<file path="config.mk">
export PLATFORM = sky130hd
export DESIGN_NAME = paddle_ai
export DESIGN_NICKNAME = d
export VERILOG_FILES = /design/src/rtl/paddle_ai.sv
export SDC_FILE = /design/constraint.sdc
export NUM_CORES = 1
export LEC_CHECK = 0
export ABC_AREA = 0
export CAP_MARGIN = 25
export CORE_MARGIN = 2
export CORE_UTILIZATION = 45
export CTS_BUF_LIST = sky130_fd_sc_hd__clkbuf_8 sky130_fd_sc_hd__clkbuf_16
export DETAILED_ROUTE_END_ITERATION = 10
export PLACE_DENSITY = 0.67
export SYNTH_ARGS = -nofsm -noshare
export SYNTH_HDL_FRONTEND = slang
export SYNTH_SLANG_ARGS = --single-unit
</file>
<file path="constraint.sdc">
create_clock -name clk100Hz -period 3.2 [get_ports clk100Hz]
set_input_delay 0.64 -clock clk100Hz [delete_from_list [all_inputs] [get_ports clk100Hz]]
set_output_delay 0.64 -clock clk100Hz [all_outputs]
set_load 0.005 [all_outputs]
</file>
<file path="src/rtl/paddle_ai.sv">
// Paddle autopilot: drives the same active-low up/down buttons as the keypad.
// Serves on game start, tracks a delayed copy of the ball, otherwise recentres.
//
// state  | meaning
// IDLE   | AI disabled or just woken; buttons released
// SERVE  | holding up for SERVE_HOLD cycles to launch the ball
// TRACK  | ball approaching; follow the delayed ball_y
// CENTER | ball receding; return paddle to CENTER_Y
module paddle_ai #(
   parameter int PADDLE_SIZE_Y = 100,
   parameter int BALL_SIZE     = 5,
   parameter int CENTER_Y      = 250,
   parameter int UPPER_Y       = 420,
   parameter int LOWER_Y       = 55,
   parameter int DEADBAND      = 4,
   parameter int SERVE_HOLD    = 5
) (
   input  logic       clk100Hz,
   input  logic       reset,
   input  logic       enable,
   input  logic       side,
   input  logic [1:0] difficulty,
   input  logic       game_idle,
   input  logic [9:0] ball_y,
   input  logic       ball_dir_pos,
   input  logic [9:0] paddle_y,
   output logic       btn_up_n,
   output logic       btn_down_n,
   output logic [1:0] ai_state
);

   typedef enum logic [1:0] {
      ST_IDLE   = 2'b00,
      ST_SERVE  = 2'b01,
      ST_TRACK  = 2'b10,
      ST_CENTER = 2'b11
   } state_t;

   localparam int CW = $clog2(SERVE_HOLD + 1);
   localparam logic signed [10:0] HALF_BALL = 11'(BALL_SIZE / 2);
   localparam logic signed [10:0] HALF_PAD  = 11'(PADDLE_SIZE_Y / 2);
   localparam logic signed [10:0] DB_POS    = 11'(DEADBAND);
   localparam logic signed [10:0] DB_NEG    = -11'(DEADBAND);
   localparam logic signed [10:0] CTR_S     = 11'(CENTER_Y);

   state_t         state_q, state_d;
   logic [CW-1:0]  serve_cnt_q, serve_cnt_d;
   logic [9:0]     dl_q [1:7];
   logic [9:0]     dl_d [1:7];
   logic [9:0]     target_q, target_d;
   logic           game_idle_q, game_idle_d;
   logic           up_n_q, up_n_d;
   logic           down_n_q, down_n_d;

   logic              approaching;
   logic              idle_rise;
   logic signed [10:0] trk_err, ctr_err, sel_err;
   logic              press_up, press_down;

   always_ff @(posedge clk100Hz) begin
      if (reset) begin
         state_q     <= ST_IDLE;
         serve_cnt_q <= '0;
         for (int k = 1; k <= 7; k++) dl_q[k] <= 10'(CENTER_Y);
         target_q    <= 10'(CENTER_Y);
         game_idle_q <= 1'b0;
         up_n_q      <= 1'b1;
         down_n_q    <= 1'b1;
      end else begin
         state_q     <= state_d;
         serve_cnt_q <= serve_cnt_d;
         for (int k = 1; k <= 7; k++) dl_q[k] <= dl_d[k];
         target_q    <= target_d;
         game_idle_q <= game_idle_d;
         up_n_q      <= up_n_d;
         down_n_q    <= down_n_d;
      end
   end

   // Tap 0 is the live input; taps 1..7 are the registered history.
   always_comb begin
      dl_d[1] = ball_y;
      for (int k = 2; k <= 7; k++) dl_d[k] = dl_q[k-1];
      case (difficulty)
         2'd0:    target_d = dl_q[7];
         2'd1:    target_d = dl_q[4];
         2'd2:    target_d = dl_q[2];
         default: target_d = ball_y;
      endcase
      game_idle_d = game_idle;
   end

   always_comb begin
      state_d     = state_q;
      serve_cnt_d = serve_cnt_q;
      press_up    = 1'b0;
      press_down  = 1'b0;

      approaching = side ? ball_dir_pos : ~ball_dir_pos;
      idle_rise   = game_idle & ~game_idle_q;
      trk_err     = ($signed({1'b0, target_q}) + HALF_BALL)
                  - ($signed({1'b0, paddle_y}) + HALF_PAD);
      ctr_err     = CTR_S - $signed({1'b0, paddle_y});

      if (!enable) begin
         state_d     = ST_IDLE;
         serve_cnt_d = '0;
      end else begin
         case (state_q)
            ST_IDLE: begin
               if (game_idle) begin
                  state_d     = ST_SERVE;
                  serve_cnt_d = CW'(1);
               end else begin
                  state_d = approaching ? ST_TRACK : ST_CENTER;
               end
            end
            ST_SERVE: begin
               if (serve_cnt_q == CW'(SERVE_HOLD) || !game_idle) begin
                  state_d     = ST_CENTER;
                  serve_cnt_d = '0;
               end else begin
                  serve_cnt_d = serve_cnt_q + CW'(1);
               end
            end
            ST_TRACK: begin
               if (idle_rise)         state_d = ST_IDLE;
               else if (!approaching) state_d = ST_CENTER;
            end
            default: begin
               if (idle_rise)        state_d = ST_IDLE;
               else if (approaching) state_d = ST_TRACK;
            end
         endcase
      end

      // Buttons follow the rule of the state being entered, so a mode switch
      // and its first press land on the same edge.
      sel_err = (state_d == ST_TRACK) ? trk_err : ctr_err;
      case (state_d)
         ST_SERVE: press_up = 1'b1;
         ST_TRACK, ST_CENTER: begin
            press_down = (sel_err > DB_POS);
            press_up   = (sel_err < DB_NEG);
         end
         default: ;
      endcase

      if (paddle_y >= 10'(UPPER_Y)) press_down = 1'b0;
      if (paddle_y <= 10'(LOWER_Y)) press_up   = 1'b0;

      up_n_d   = ~press_up;
      down_n_d = ~press_down;
   end

   assign btn_up_n   = up_n_q;
   assign btn_down_n = down_n_q;
   assign ai_state   = state_q;

endmodule
</file>
==> flow_summary_export.csv <==
group,metric,value,unit
run_status,status,"complete, no violations",
floorplanning,boundaryPins,32,
yosys,ys_top_cells_by_area,"dfxtp_1, or2_2, ha_1, mux4_2, nor2b_1",
clocking,clockRootBuffer,"clkbuf_8",
hold_path,hp-start,"dl_q[2][15]",
sta,setup_viol_count_final,0,
cells_and_area,multi_input_area,1890,um2
cells_and_area,antenna_cells,0,
detailed_routing,drt-total-wl,7220,um
critical_path,criticalPathCategory,"input port to flop",
yosys,seq_area_frac_synth,46.9,%
yosys,yosysMostFrequentCell,"dfxtp_1",
detailed_routing,wl_met3,274,um
sta,final_hold_viol_count,0,
detailed_routing,avgRoutedWirePerCell,13.3,um
floorplanning,core,8130,um2
yosys,ys_seq_elements,88,
clocking,clkSinkCount,88,
yosys,synth_ff_type,"dfxtp_1",
detailed_routing,wl_met1,3360,um
floorplanning,fp.dieArea,9090,um2
clocking,clk_pin_slew_worst_paths,90,ps
global_routing,grt_pass1_wl,11900,um
critical_path,r2r_cells,11,
clocking,clockBufferDepth,2,
yosys,syn_area,3750,um2
cells_and_area,fin_area,4680,um2
sta,fmax,0.321,GHz
floorplanning,initial_core_util,46.1,%
clocking,cts_buffers,9,
critical_path,rrSetupSlack,330,ps
critical_path,cp.arrival,3400,ps
yosys,yosys.area.top_type_share,46.9,%
cells_and_area,final_core_util,57.5,%
yosys,syn_area_per_cell,10.1,um2
clocking,cts_tree,"built",
yosys,syn-num-nets,422,
detailed_routing,highest_layer,"met4",
global_routing,grt_util_all_layers,17.2,%
place,pre_cts_ws,-740,ps
power_and_ir_drop,p_leak,1.88,nW
detailed_routing,postRouteAntennaNets,0,
cells_and_area,final_cells,542,
power_and_ir_drop,fin_total_pwr,2.33,mW
sta,relSlewSlack,63.1,%
sta,final.period_utilization,97.5,%
cells_and_area,area_growth,24.6,%
critical_path,cp.required,3480,ps
sta,min_period,3120,ps
yosys,synth-edff-count,0,
clocking,cts-htree-levels,3,
sta,rsz0062_at_grt,"no",
clocking,insertion_delay,350,ps
hold_path,whs_endpoint,"dl_q[3][5]",
place,portBuffers,31,
floorplanning,num_rows,33,
hold_path,hold_path_class,"flop to flop",
detailed_routing,wl_met2,3400,um
sta,fin_ws,80.9,ps
flow_run,cap_violations,0,
sta,final.setup_skew,6.69,ps
critical_path,cp-start-kind,"input port",
place,dp_hpwl,5210,um
cells_and_area,seqCellArea,1760,um2
yosys,yosys_warnings,0,
global_routing,first_global_vias,2628,
global_routing,antenna_found_initial,0,
floorplanning,fp.dieH,95.3,um
detailed_routing,vias,2724,
power_and_ir_drop,p_per_area,497,nW/um2
critical_path,worstSetupEndpointType,"flop",
yosys,synthTopCellsByCount,"dfxtp_1, or2_2, nor2b_1",
critical_path,reg2reg_to,"btn_up_n",
sta,tightest_slew,553,ps
yosys,synth_cells,370,
cells_and_area,nFillCells,723,
place,dp_cells,523,
detailed_routing,first_pass_iters,4,
hold_path,holdPathStages,1,
cells_and_area,nNetsFinal,485,
yosys,ys_async_sr_fraction,0,%
place,gp_congestion,0.917,
detailed_routing,drt-initial-drc-count,104,
detailed_routing,viasPerCell,5.03,
sta,finalMaxSlewViolations,0,
cells_and_area,drive_gt1_share,30.0,%
global_routing,grt_start_max_net_pins,54,
yosys,ys_types,48,
place,placed_area,4360,um2
yosys,yosysTopAreaCell,"dfxtp_1",
detailed_routing,drc,0,
power_and_ir_drop,peakVddDrop,0.000343,V
critical_path,r2r_start,"target_q[1]",
global_routing,overflow,0,
floorplanning,die_w,95.3,um
critical_path,cp_max_fo,3,
final cells by class:
type                       count  share of cell area [%]
sequential                    88                    37.7
clock buffer                   9                    2.65
tap                          105                    2.81
clock inverter                 6                    1.98
inverter                      31                    2.49
timing repair buffer          66                    12.1
multi-input combinational    237                    40.3
cells in the final DEF (no fill, tap or decap), types with 2 or more instances in the layout:
| cell type | Yosys | final |
|---|---|---|
| bufinv_16 | 0 | 2 |
| nand4_1 | 3 | 3 |
| nor3b_1 | 2 | 2 |
| o211ai_1 | 4 | 4 |
| mux2i_1 | 3 | 3 |
| a21oi_1 | 9 | 9 |
| ha_1 | 23 | 20 |
| inv_1 | 31 | 30 |
| xor2_1 | 5 | 5 |
| xnor2_1 | 7 | 7 |
| nor2_1 | 16 | 16 |
| dlygate4sd2_1 | 0 | 2 |
| or3_1 | 3 | 3 |
| clkinvlp_4 | 0 | 2 |
| a211oi_1 | 4 | 2 |
| or2_2 | 52 | 52 |
| nand2b_1 | 2 | 2 |
| o21ai_0 | 9 | 8 |
| a211oi_2 | 0 | 2 |
| clkbuf_8 | 0 | 9 |
| mux4_2 | 10 | 10 |
| a31oi_1 | 2 | 2 |
| ha_4 | 0 | 2 |
| or4_4 | 1 | 2 |
| nand3_1 | 4 | 4 |
| nor4_1 | 3 | 3 |
| nand2_1 | 7 | 7 |
| dfxtp_1 | 88 | 88 |
| a31o_2 | 2 | 2 |
| buf_4 | 1 | 35 |
| clkdlybuf4s50_1 | 0 | 27 |
| nor3_1 | 10 | 10 |
| nor2b_1 | 36 | 35 |
registers in the layout (all words and copies together) (netlist names):
name,flops
btn_up_n,1
ai_state,2
serve_cnt_q,3
target_q,10
game_idle_q,1
dl_q,70
btn_down_n,1
kinds of logic (layout without fill, tap and decap cells):
group | count (synthesis) | count (layout) | synth area share [%]
DFF | 88 | 88 | 46.9
AOI/OAI and AO/OA | 43 | 43 | 7.83
buffers and inverters | 45 | 112 | 4.83
muxes | 13 | 13 | 6.80
and+or+nand+nor | 145 | 145 | 22.6
adders and majority gates | 24 | 24 | 8.20
xor gates and xnor gates | 12 | 12 | 2.80
how the worst max path moves through the flow:
stage | start | to | cells past startpoint
after floorplan | paddle_y[1] | btn_up_n | 12
after global placement | paddle_y[1] | btn_up_n | 13
after detailed placement | paddle_y[1] | btn_up_n | 13
after CTS | paddle_y[1] | btn_up_n | 13
after global routing | paddle_y[1] | btn_up_n | 13
final | paddle_y[4] | btn_up_n | 11
routing by layer:
metal  track usage [%]  vias up
li1                  -     1359
met1              21.5     1297
met2              28.6       56
met3              3.16       12
met4              8.21        0
met5                 0        -
critical path, stage by stage:
cell	delay [ps]
clkdlybuf4s50_1	480
ha_1	310
inv_1	40
ha_1	200
or2_2	290
o211ai_1	320
a21o_1	190
a211oi_2	80
a211o_1	280
or4_4	510
o211ai_2	70
per-stage QoR:
step                      setup TNS (ps)  hold slack, ps
after floorplan                        0             389
after global placement             -1020             391
after detailed placement           -1290             394
after CTS                              0             403
after global routing                   0             429
final                                  0             405
what timing repair did:
item | 4_1_cts | 5_1_grt
cloned | 0 | 0
gates resized for setup | 12 | 9
hold buffers | 0 | 0
pin swaps | 5 | 7
setup endpoints to repair | 2 | 1
buffers inserted | 1 | 3
power by group:
part	total (mW)	switching, mW	internal (mW)
Sequential	1.13	0.0111	1.12
Combinational	0.360	0.170	0.191
Clock	0.832	0.393	0.439
Total	2.33	0.573	1.75
(Power assumes the default switching activity.)
